File: src/rtl/ef_smsdac_seg_enc.sv
// ef_smsdac_seg_enc: segmented mismatch-shaping encoder for the SMS DAC.
// Maps an unsigned DW-bit sample onto NSEG binary-weighted 3-level elements
// (weights 1,2,...,2^(NSEG-1)). Each layer except the top keeps one toggle
// bit so that odd residues alternate between +1 and -1. This first-order
// shapes the element usage error. The encoder has one register stage.
// Optional feature macro: SMSDAC_OVLD_CNT_EN adds the ovld_cnt output, a
// saturating count of cycles on which ovld is produced.
module ef_smsdac_seg_enc #(
   parameter int DW   = 5,
   parameter int NSEG = 4
) (
   input  logic                clk,
   input  logic                rst,
   input  logic                in_valid,
   input  logic                static_mode,
   input  logic [DW-1:0]       d_in,
   output logic [2*NSEG-1:0]   d_out,
   output logic                out_valid,
`ifdef SMSDAC_OVLD_CNT_EN
   output logic [15:0]         ovld_cnt,
`endif
   output logic                ovld
);

   // Signed working width; it holds +/-(2^NSEG) with margin.
   localparam int W = NSEG + 2;
   localparam logic signed [W-1:0] MID_C  = W'(32'sd1 <<< (DW - 1));
   localparam logic signed [W-1:0] LMAX_C = W'((32'sd1 <<< NSEG) - 32'sd1);
   localparam logic signed [W-1:0] P1_C   = W'(32'sd1);
   localparam logic signed [W-1:0] N1_C   = W'(-32'sd1);
   localparam logic signed [W-1:0] Z_C    = W'(32'sd0);

   if ((DW < 2) || (DW > NSEG + 1) || (NSEG < 2) || (NSEG > 8)) begin : g_bad_param
      $error("ef_smsdac_seg_enc: illegal DW/NSEG combination");
   end

   // Element drive code {p,n}: +1 -> 10, -1 -> 01, 0 -> 00. The 11 code is never produced.
   function automatic logic [1:0] enc_drive(input logic signed [W-1:0] r);
      logic [1:0] code;
      case (r)
         P1_C:    code = 2'b10;
         N1_C:    code = 2'b01;
         default: code = 2'b00;
      endcase
      return code;
   endfunction

   logic [2*NSEG-1:0] d_out_q, d_out_d;
   logic              out_valid_q;
   logic              ovld_q, ovld_d;
   logic [NSEG-2:0]   st_q, st_d;

   logic signed [W-1:0] v_s;
   logic signed [W-1:0] r_s;
   logic signed [W-1:0] lim_s;
   logic signed [W-1:0] mag_s;

   // Offset, clamp and layer-by-layer split of the sample into element drives.
   always_comb begin
      d_out_d = '0;
      ovld_d  = 1'b0;
      st_d    = st_q;
      r_s     = Z_C;
      lim_s   = Z_C;
      mag_s   = Z_C;
      v_s     = $signed({{(W-DW){1'b0}}, d_in}) - MID_C;
      if (!in_valid) begin
         v_s = Z_C;
      end else if (v_s < -LMAX_C) begin
         v_s    = -LMAX_C;
         ovld_d = 1'b1;
      end else begin
         v_s = v_s;
      end
      for (int k = 0; k < NSEG - 1; k++) begin
         // Largest residue magnitude that the remaining layers can still represent.
         lim_s = W'((32'sd1 <<< (NSEG - k)) - 32'sd1);
         mag_s = v_s[W-1] ? -v_s : v_s;
         if (v_s[0] == 1'b0) begin
            r_s = Z_C;
         end else if (mag_s == lim_s) begin
            // Full-scale residue: the sign is forced and the toggle bit cannot be honoured.
            r_s    = v_s[W-1] ? N1_C : P1_C;
            ovld_d = 1'b1;
         end else if (static_mode) begin
            r_s = P1_C;
         end else begin
            r_s     = st_q[k] ? N1_C : P1_C;
            st_d[k] = ~st_q[k];
         end
         d_out_d[2*k +: 2] = enc_drive(r_s);
         v_s = (v_s - r_s) >>> 1;
      end
      // Top element takes whatever remains, always in {-1,0,+1}.
      d_out_d[2*(NSEG-1) +: 2] = enc_drive(v_s);
   end

   // Output register stage and per-layer toggle state.
   always_ff @(posedge clk) begin
      if (rst) begin
         d_out_q     <= '0;
         out_valid_q <= 1'b0;
         ovld_q      <= 1'b0;
         st_q        <= '0;
      end else begin
         d_out_q     <= d_out_d;
         out_valid_q <= in_valid;
         ovld_q      <= ovld_d;
         st_q        <= st_d;
      end
   end

   assign d_out     = d_out_q;
   assign out_valid = out_valid_q;
   assign ovld      = ovld_q;

`ifdef SMSDAC_OVLD_CNT_EN
   logic [15:0] ovld_cnt_q, ovld_cnt_d;

   // Next count: advance alongside each registered ovld, holding at all-ones.
   always_comb begin
      if (ovld_d && (ovld_cnt_q != 16'hFFFF)) begin
         ovld_cnt_d = ovld_cnt_q + 16'd1;
      end else begin
         ovld_cnt_d = ovld_cnt_q;
      end
   end

   // Overload event counter register.
   always_ff @(posedge clk) begin
      if (rst) begin
         ovld_cnt_q <= 16'd0;
      end else begin
         ovld_cnt_q <= ovld_cnt_d;
      end
   end

   assign ovld_cnt = ovld_cnt_q;
`endif

endmodule

File: config.mk
export PLATFORM = sky130hd
export DESIGN_NAME = ef_smsdac_seg_enc
export DESIGN_NICKNAME = d
export VERILOG_FILES = /design/src/rtl/ef_smsdac_seg_enc.sv
export SDC_FILE = /design/constraint.sdc
export NUM_CORES = 1
export LEC_CHECK = 0
export CAP_MARGIN = 20
export CORE_MARGIN = 2
export CORE_UTILIZATION = 50
export DETAILED_ROUTE_END_ITERATION = 8
export GPL_ROUTABILITY_DRIVEN = 0
export GPL_TIMING_DRIVEN = 0
export HOLD_SLACK_MARGIN = 0.12
export PLACE_DENSITY = 0.84
export SETUP_SLACK_MARGIN = 0.2
export SKIP_CTS_REPAIR_TIMING = 1
export SLEW_MARGIN = 20
export SYNTH_ARGS = -nofsm -noshare
export SYNTH_HDL_FRONTEND = slang
export SYNTH_SLANG_ARGS = --single-unit
File: constraint.sdc
create_clock -name clk -period 12.9 [get_ports clk]
set_input_delay 1.935 -clock clk [delete_from_list [all_inputs] [get_ports clk]]
set_output_delay 1.935 -clock clk [all_outputs]
set_load 0.02 [all_outputs]
==> results of run 1 <==
critical path: cells and delay by family:
kind            cells  cell delay (ns)
compound gates     12             2.76
simple gates        8             1.90
fa+ha+maj           5             1.75
xor+xnor            3             0.54
buf+inv             1             0.47
mux                 1             0.29
power by group through the flow:
stage          combinational [W]   clock, W  sequential (W)
2_1_floorplan          0.0000842          0       0.0000472
3_3_place_gp            0.000103          0       0.0000449
3_5_place_dp            0.000109          0       0.0000449
4_1_cts                 0.000109  0.0000263       0.0000440
5_1_grt                 0.000123  0.0000285       0.0000442
6_report                0.000110  0.0000270       0.0000440
worst paths after layout:
path | endpoint | slack (ns) | cells after the start
worst max-delay path | d_out[7]$_SDFF_PP0_ | 3.47 | 30
worst min-delay path | st_q[0]$_SDFFE_PP0P_ | 0.54 | 2
worst max register to register | d_out[7]$_SDFF_PP0_ | 7.17 | 23
worst min register to register | st_q[0]$_SDFFE_PP0P_ | 0.54 | 2
metal layers:
metal / GRT usage, % / vias up / share of wire [%]
li1: - / 662 / -
met1: 21.88 / 616 / 41
met2: 37.99 / 27 / 54
met3: 4.989 / 4 / 3.7
met4: 4.983 / 0 / 0.83
met5: 0 / - / 0
through the flow:
step	setup slack [ns]	hold WS, ns	cells	utilization, %	power [W]
2_1_floorplan	4.555	0.4801	173	-	0.0001313
5_1_grt	2.779	0.5801	226	61.33	0.0001953
6_report	3.471	0.5406	226	61.33	0.0001805
4_1_cts	3.536	0.5329	226	61.33	0.0001796
3_5_place_dp	3.240	0.5140	222	60.37	0.0001537
3_3_place_gp	3.538	0.4950	222	60.37	0.0001482
sequential cells by signal, summed over array words and instances, names as in the netlist:
name / count
d_out: 8
st_q: 3
out_valid: 1
ovld: 1
layout make-up:
cell class | instances | share of cell area (%)
plain buffers | 4 | 1.642
clock buffers | 4 | 1.567
inverters | 14 | 3.134
multi-input cells | 142 | 65.07
flip-flops and latches | 13 | 15.52
well taps | 31 | 2.313
repair buffers | 18 | 10.75
cells in the mapped netlist, types with 4 or more instances:
cell type / count
o21ai_0: 7
ha_1: 17
nand2_1: 7
dfxtp_1: 13
inv_1: 13
nand2b_1: 6
nand3_1: 4
xor2_1: 4
xnor2_1: 5
mux2i_1: 4
nor2_1: 25
nor3_1: 6
nor2b_1: 4
logic make-up (layout without fill, tap and decap cells):
kind of cell	after synthesis	in the layout	share of synthesized area [%]
and+or+nand+nor	69	69	27.19
adders and majority gates	17	17	14.86
xor gates and xnor gates	10	10	6.643
muxes	7	7	5.419
buffers and inverters	18	40	5.594
DFF	13	13	18.18
AOI/OAI and AO/OA	39	39	22.11
==> summary.txt, run 1 <==
Outcome
  – Status: complete, no violations

Setup path
  – Worst Setup Path Type: primary input to flop
  – CP dominant cell by count: ha_1
  – CP Capture Type: flop
  – Worst R2R Start: st_q[0]$_SDFFE_PP0P_
  – CP Launch Type: primary input
  – Crit path launch: d_in[3]
  – CP Max Fanout: 8
  – Worst EP required: 13.13 ns
  – Crit-path slowest cell: clkdlybuf4s50_1
  – CP max stage delay: 0.47 ns
  – CP arrival: 9.66 ns

Power
  – Seq pwr share: 24.4%
  – Total leakage power: 0.6875 nW
  – Comb pwr share: 60.7%
  – Int Pwr: 0.0001039 W
  – VDD IR max: 96.53 uV
  – Sw power: 0.00007657 W
  – Clock network power share: 15.0%
  – Sw Share: 42.42%
  – PwrDens: 107.7 nW/um^2

Floorplan
  – Core Box Area: 2734 um^2
  – Starting Density: 52.36%
  – IO Count: 19
  – Die area: 3307 um^2
  – Die Y: 57.51 um
  – Chip Width: 57.51 um
  – Row Count: 19

Clocking
  – CTS tree: yes
  – CTS sink count: 13
  – Clk_lat worst skew: 0.30 ns
  – Root buffer cell: clkbuf_4
  – Num CTS Buffers: 3
  – Clock Tree Buf Depth: 2
  – Clk pin slew, worst setup/hold paths: 0.09 ns
  – H-Tree Level Count: 1

Place
  – DP Area: 1650 um^2
  – IO buf count: 18
  – Dpl hpwl: 2.484 mm

Cells and area
  – N_diodes: 0
  – Area Overhead vs Synth: 17.13%
  – Multi-input logic area: 1091 um^2
  – Filler instances: 242
  – Net count reported at finish: 222
  – Design Area, Final: 1677 um^2
  – Commonest non-fill, non-tap cell in the layout: nor2_1
  – Register area: 260.3 um^2
  – Layout cells sized above 1: 12.31%
  – Most frequent cells in the layout: nor2_1, clkdlybuf4s50_1, ha_1, inv_1, dfxtp_1

Synthesis
  – Largest area contributor in the netlist: dfxtp_1
  – Post-synth top area share: 18.18%
  – Mapped Cells: 173
  – Top post-synthesis cells by area: dfxtp_1, ha_1, nor2_1
  – Synthesized area: 1431 um^2
  – Synth Area per Inst: 8.274 um^2
  – Number of flops mapped to enable cells by yosys: 0
  – Synth Net Count: 199
  – Async S/R FF share, synth: 0%
  – Cell variety after synth: 54
  – Register bit total from synthesis: 13
  – Post-synthesis sequential area ratio: 18.18%
  – Syn. warnings: 0
  – Dominant synthesized flop cell: dfxtp_1

Timing
  – Setup TNS: 0 ns
  – Maximum clock rate: 106.1 MHz
  – RSZ-0062 raised after global routing: no
  – Actual slew at the worst max-slew pin: 0.5453 ns
  – Clk_skew: 0.01223 ns
  – Tmin final: 9.429 ns
  – Final setup vio count: 0
  – Rel. slew slack: 63.48%
  – Share of the clock period used by the worst path: 73.09%
  – Endpoints failing hold: 0
  – Max-slew violations: 0

Global route
  – Vias in the first global route: 1266
  – Pin count of the biggest net entering global routing: 11
  – GRT overflow: 0
  – First-pass GRT wire length: 5.292 mm
  – Total track usage: 20.02%
  – Initial antenna violation count: 0

Detailed routing
  – Routed vias: 1309
  – Vias/cell: 5.792
  – Post-route ant nets: 0
  – Final wirelength: 3.006 mm
  – Post-DR wirelength/cell: 13.30 um
  – DR iter-0 viols: 34
  – Drt drc: 0
  – Detailed Routing Iterations Pass 1: 4

Min path
  – Min-Delay Startpoint: st_q[0]$_SDFFE_PP0P_
  – HP Class: flop to flop

Job
  – Max-cap violations: 0
(Power assumes the default switching activity.)
==> run 2, diff against run 1 <==
--- a/config.mk
+++ b/config.mk
@@ -12,7 +12,7 @@
 export GPL_ROUTABILITY_DRIVEN = 0
 export GPL_TIMING_DRIVEN = 0
 export HOLD_SLACK_MARGIN = 0.12
-export PLACE_DENSITY = 0.84
+export PLACE_DENSITY = 0.86
 export SETUP_SLACK_MARGIN = 0.2
 export SKIP_CTS_REPAIR_TIMING = 1
 export SLEW_MARGIN = 20
==> constraint.sdc (replaced) <==
create_clock -name clk -period 7.9 [get_ports clk]
set_input_delay 1.185 -clock clk [delete_from_list [all_inputs] [get_ports clk]]
set_output_delay 1.185 -clock clk [all_outputs]
set_load 0.02 [all_outputs]
==> summary.txt, run 2 (same netlist as run 1, synthesis figures left out) <==
Detailed routing
  – Post-route ant nets: 0 (unchanged)
  – Detailed Routing Iterations Pass 1: 4 (unchanged)
  – Post-DR wirelength/cell: 16.43 um (+24%)
  – Final wirelength: 4.041 mm (+34%)
  – Vias/cell: 5.837 (+0.78%)
  – DR iter-0 viols: 33 (-2.9%)
  – Routed vias: 1436 (+9.7%)
  – Drt drc: 0 (unchanged)

Power
  – Comb pwr share: 68.0% (+7.3 points)
  – Seq pwr share: 20.4% (-4.0 points)
  – Sw Share: 42.16% (-0.25 points)
  – Int Pwr: 0.0002050 W (+97%)
  – PwrDens: 170.6 nW/um^2 (+58%)
  – Sw power: 0.0001494 W (+95%)
  – VDD IR max: 172.5 uV (+79%)
  – Clock network power share: 11.6% (-3.4 points)
  – Total leakage power: 0.9030 nW (+31%)
  – Overall power: 0.0003544 W (+96%)

Clocking
  – Root buffer cell: clkbuf_4
  – H-Tree Level Count: 1 (unchanged)
  – Num CTS Buffers: 3 (unchanged)
  – Clock Tree Buf Depth: 2 (unchanged)
  – CTS sink count: 13 (unchanged)
  – CTS tree: yes
  – Clk pin slew, worst setup/hold paths: 0.08 ns (about the same)
  – Clk_lat worst skew: 0.27 ns (-0.03 ns)

Timing
  – Clk_skew: 0.008082 ns (-0.004147 ns)
  – Endpoints failing hold: 0 (unchanged)
  – Maximum clock rate: 132.0 MHz
  – Actual slew at the worst max-slew pin: 0.4655 ns (-0.07978 ns)
  – Tmin final: 7.576 ns
  – Max-slew violations: 0 (unchanged)
  – Minimum hold slack: 0.5633 ns (+0.02274 ns)
  – Setup WS post-layout: 0.3242 ns (-3.147 ns)
  – Final setup vio count: 0 (unchanged)
  – Share of the clock period used by the worst path: 95.90%
  – Rel. slew slack: 68.87% (+5.4 points)
  – RSZ-0062 raised after global routing: no
  – Setup TNS: 0 ns (unchanged)

Outcome
  – Status: complete, no violations

Cells and area
  – Net count reported at finish: 242 (+9.0%)
  – N_diodes: 0 (unchanged)
  – Most frequent cells in the layout: nor2_1, buf_4, inv_1, dfxtp_1, clkdlybuf4s50_1
  – Layout cells sized above 1: 33.02% (+21 points)
  – Area Overhead vs Synth: 45.10%
  – Max reg flops: 8 (unchanged)
  – Commonest non-fill, non-tap cell in the layout: nor2_1

Place
  – IO buf count: 18 (unchanged)
  – Worst slack, placed: -0.9760 ns (-4.216 ns)
  – Dpl hpwl: 2.291 mm (-7.8%)

Floorplan
  – Die area: 3307 um^2 (unchanged)
  – Starting Density: 52.36% (unchanged)
  – Die Y: 57.51 um (unchanged)
  – Core Box Area: 2734 um^2 (unchanged)
  – Chip Width: 57.51 um (unchanged)
  – Row Count: 19 (unchanged)
  – IO Count: 19 (unchanged)

Setup path
  – Crit path launch: d_in[2]
  – Worst R2R Start: st_q[0]$_SDFFE_PP0P_
  – CP max stage delay: 0.46 ns (about the same)
  – CP arrival: 7.78 ns (-1.88 ns)
  – CP top delay family: compound AO/OA/AOI/OAI gates
  – CP Max Fanout: 8 (unchanged)
  – Crit-path slowest cell: or4_1
  – CP Capture Type: flop
  – Number of buffers and inverters on the critical path: 1 (unchanged)
  – Worst EP required: 8.11 ns (-5.02 ns)
  – Worst Setup Path Type: primary input to flop
  – CP dominant cell by count: ha_4
  – CP Launch Type: primary input

Global route
  – Pin count of the biggest net entering global routing: 11 (unchanged)
  – Initial antenna violation count: 0 (unchanged)
  – First-pass GRT wire length: 4.609 mm (-13%)
  – Total track usage: 16.99% (-3.0 points)
  – Vias in the first global route: 1163 (-8.1%)
  – GRT overflow: 0 (unchanged)

Min path
  – HP Class: flop to flop
  – Min-Delay Startpoint: st_q[0]$_SDFFE_PP0P_

Job
  – Max-cap violations: 0 (unchanged)
-- run 2: cell count changes in the layout (fill, tap and decap cells not counted), moves of 3 or more --
cell,delta
clkdlybuf4s50_1,-5
dlymetal6s2s_1,+5
nor2_1,-3
ha_1,-8
buf_4,+19
ha_2,+3
ha_4,+5
-- run 2: final timing paths --
check                              end  slack, ns  depth (start not counted)
setup / recovery   d_out[7]$_SDFF_PP0_       0.32                         31
hold / removal    st_q[0]$_SDFFE_PP0P_       0.56                          2
setup reg to reg   d_out[7]$_SDFF_PP0_       2.68                         23
hold reg to reg   st_q[0]$_SDFFE_PP0P_       0.56                          2
-- run 2: worst reg2reg max path, cell delays in order, from the launching register on --
cell,delay [ns]
dfxtp_1,0.38
nand2b_1,0.11
mux2i_1,0.20
nand2b_1,0.21
ha_4,0.28
or3b_1,0.38
a211oi_2,0.27
a31oi_1,0.09
o21ai_1,0.17
a21boi_4,0.22
nand2b_4,0.18
ha_4,0.24
and2b_1,0.19
o21ai_0,0.08
a211o_1,0.32
o31ai_4,0.30
o2bb2ai_4,0.17
nand2_4,0.10
ha_4,0.24
o21a_1,0.19
nor2_2,0.14
xnor2_2,0.08
or4_1,0.46
nor3_1,0.16
-- run 2: power by group through the flow --
stage               clock [W]  combinational [W]  sequential (W)
detailed placement          0           0.000177       0.0000734
CTS                 0.0000418           0.000177       0.0000721
global placement            0           0.000171       0.0000733
global route        0.0000448           0.000260       0.0000726
finish              0.0000412           0.000241       0.0000723
floorplan                   0           0.000137       0.0000770
-- run 2: per-layer routing --
layer	GRT usage, %	wire [um]
met1	19.94	1493
met2	31.66	2278
met3	3.175	122
met4	3.654	146
met5	0	0
-- run 2: layout make-up --
cell class | count | area [um^2]
inverter | 14 | 52.55
clock buffer | 4 | 26.28
tap | 31 | 38.79
multi-input combinational | 142 | 1310
fill | 170 | 656.9
sequential | 13 | 260.3
buffer | 4 | 33.78
timing repair buffer | 38 | 355.3
-- run 2: per-stage QoR --
step | std cells | instance area, um^2 | utilization [%]
after floorplan | 173 | 1431 | -
after global placement | 222 | 1650 | 60.37
after detailed placement | 222 | 1650 | 60.37
after CTS | 226 | 1677 | 61.33
after global routing | 246 | 2077 | 75.97
final | 246 | 2077 | 75.97
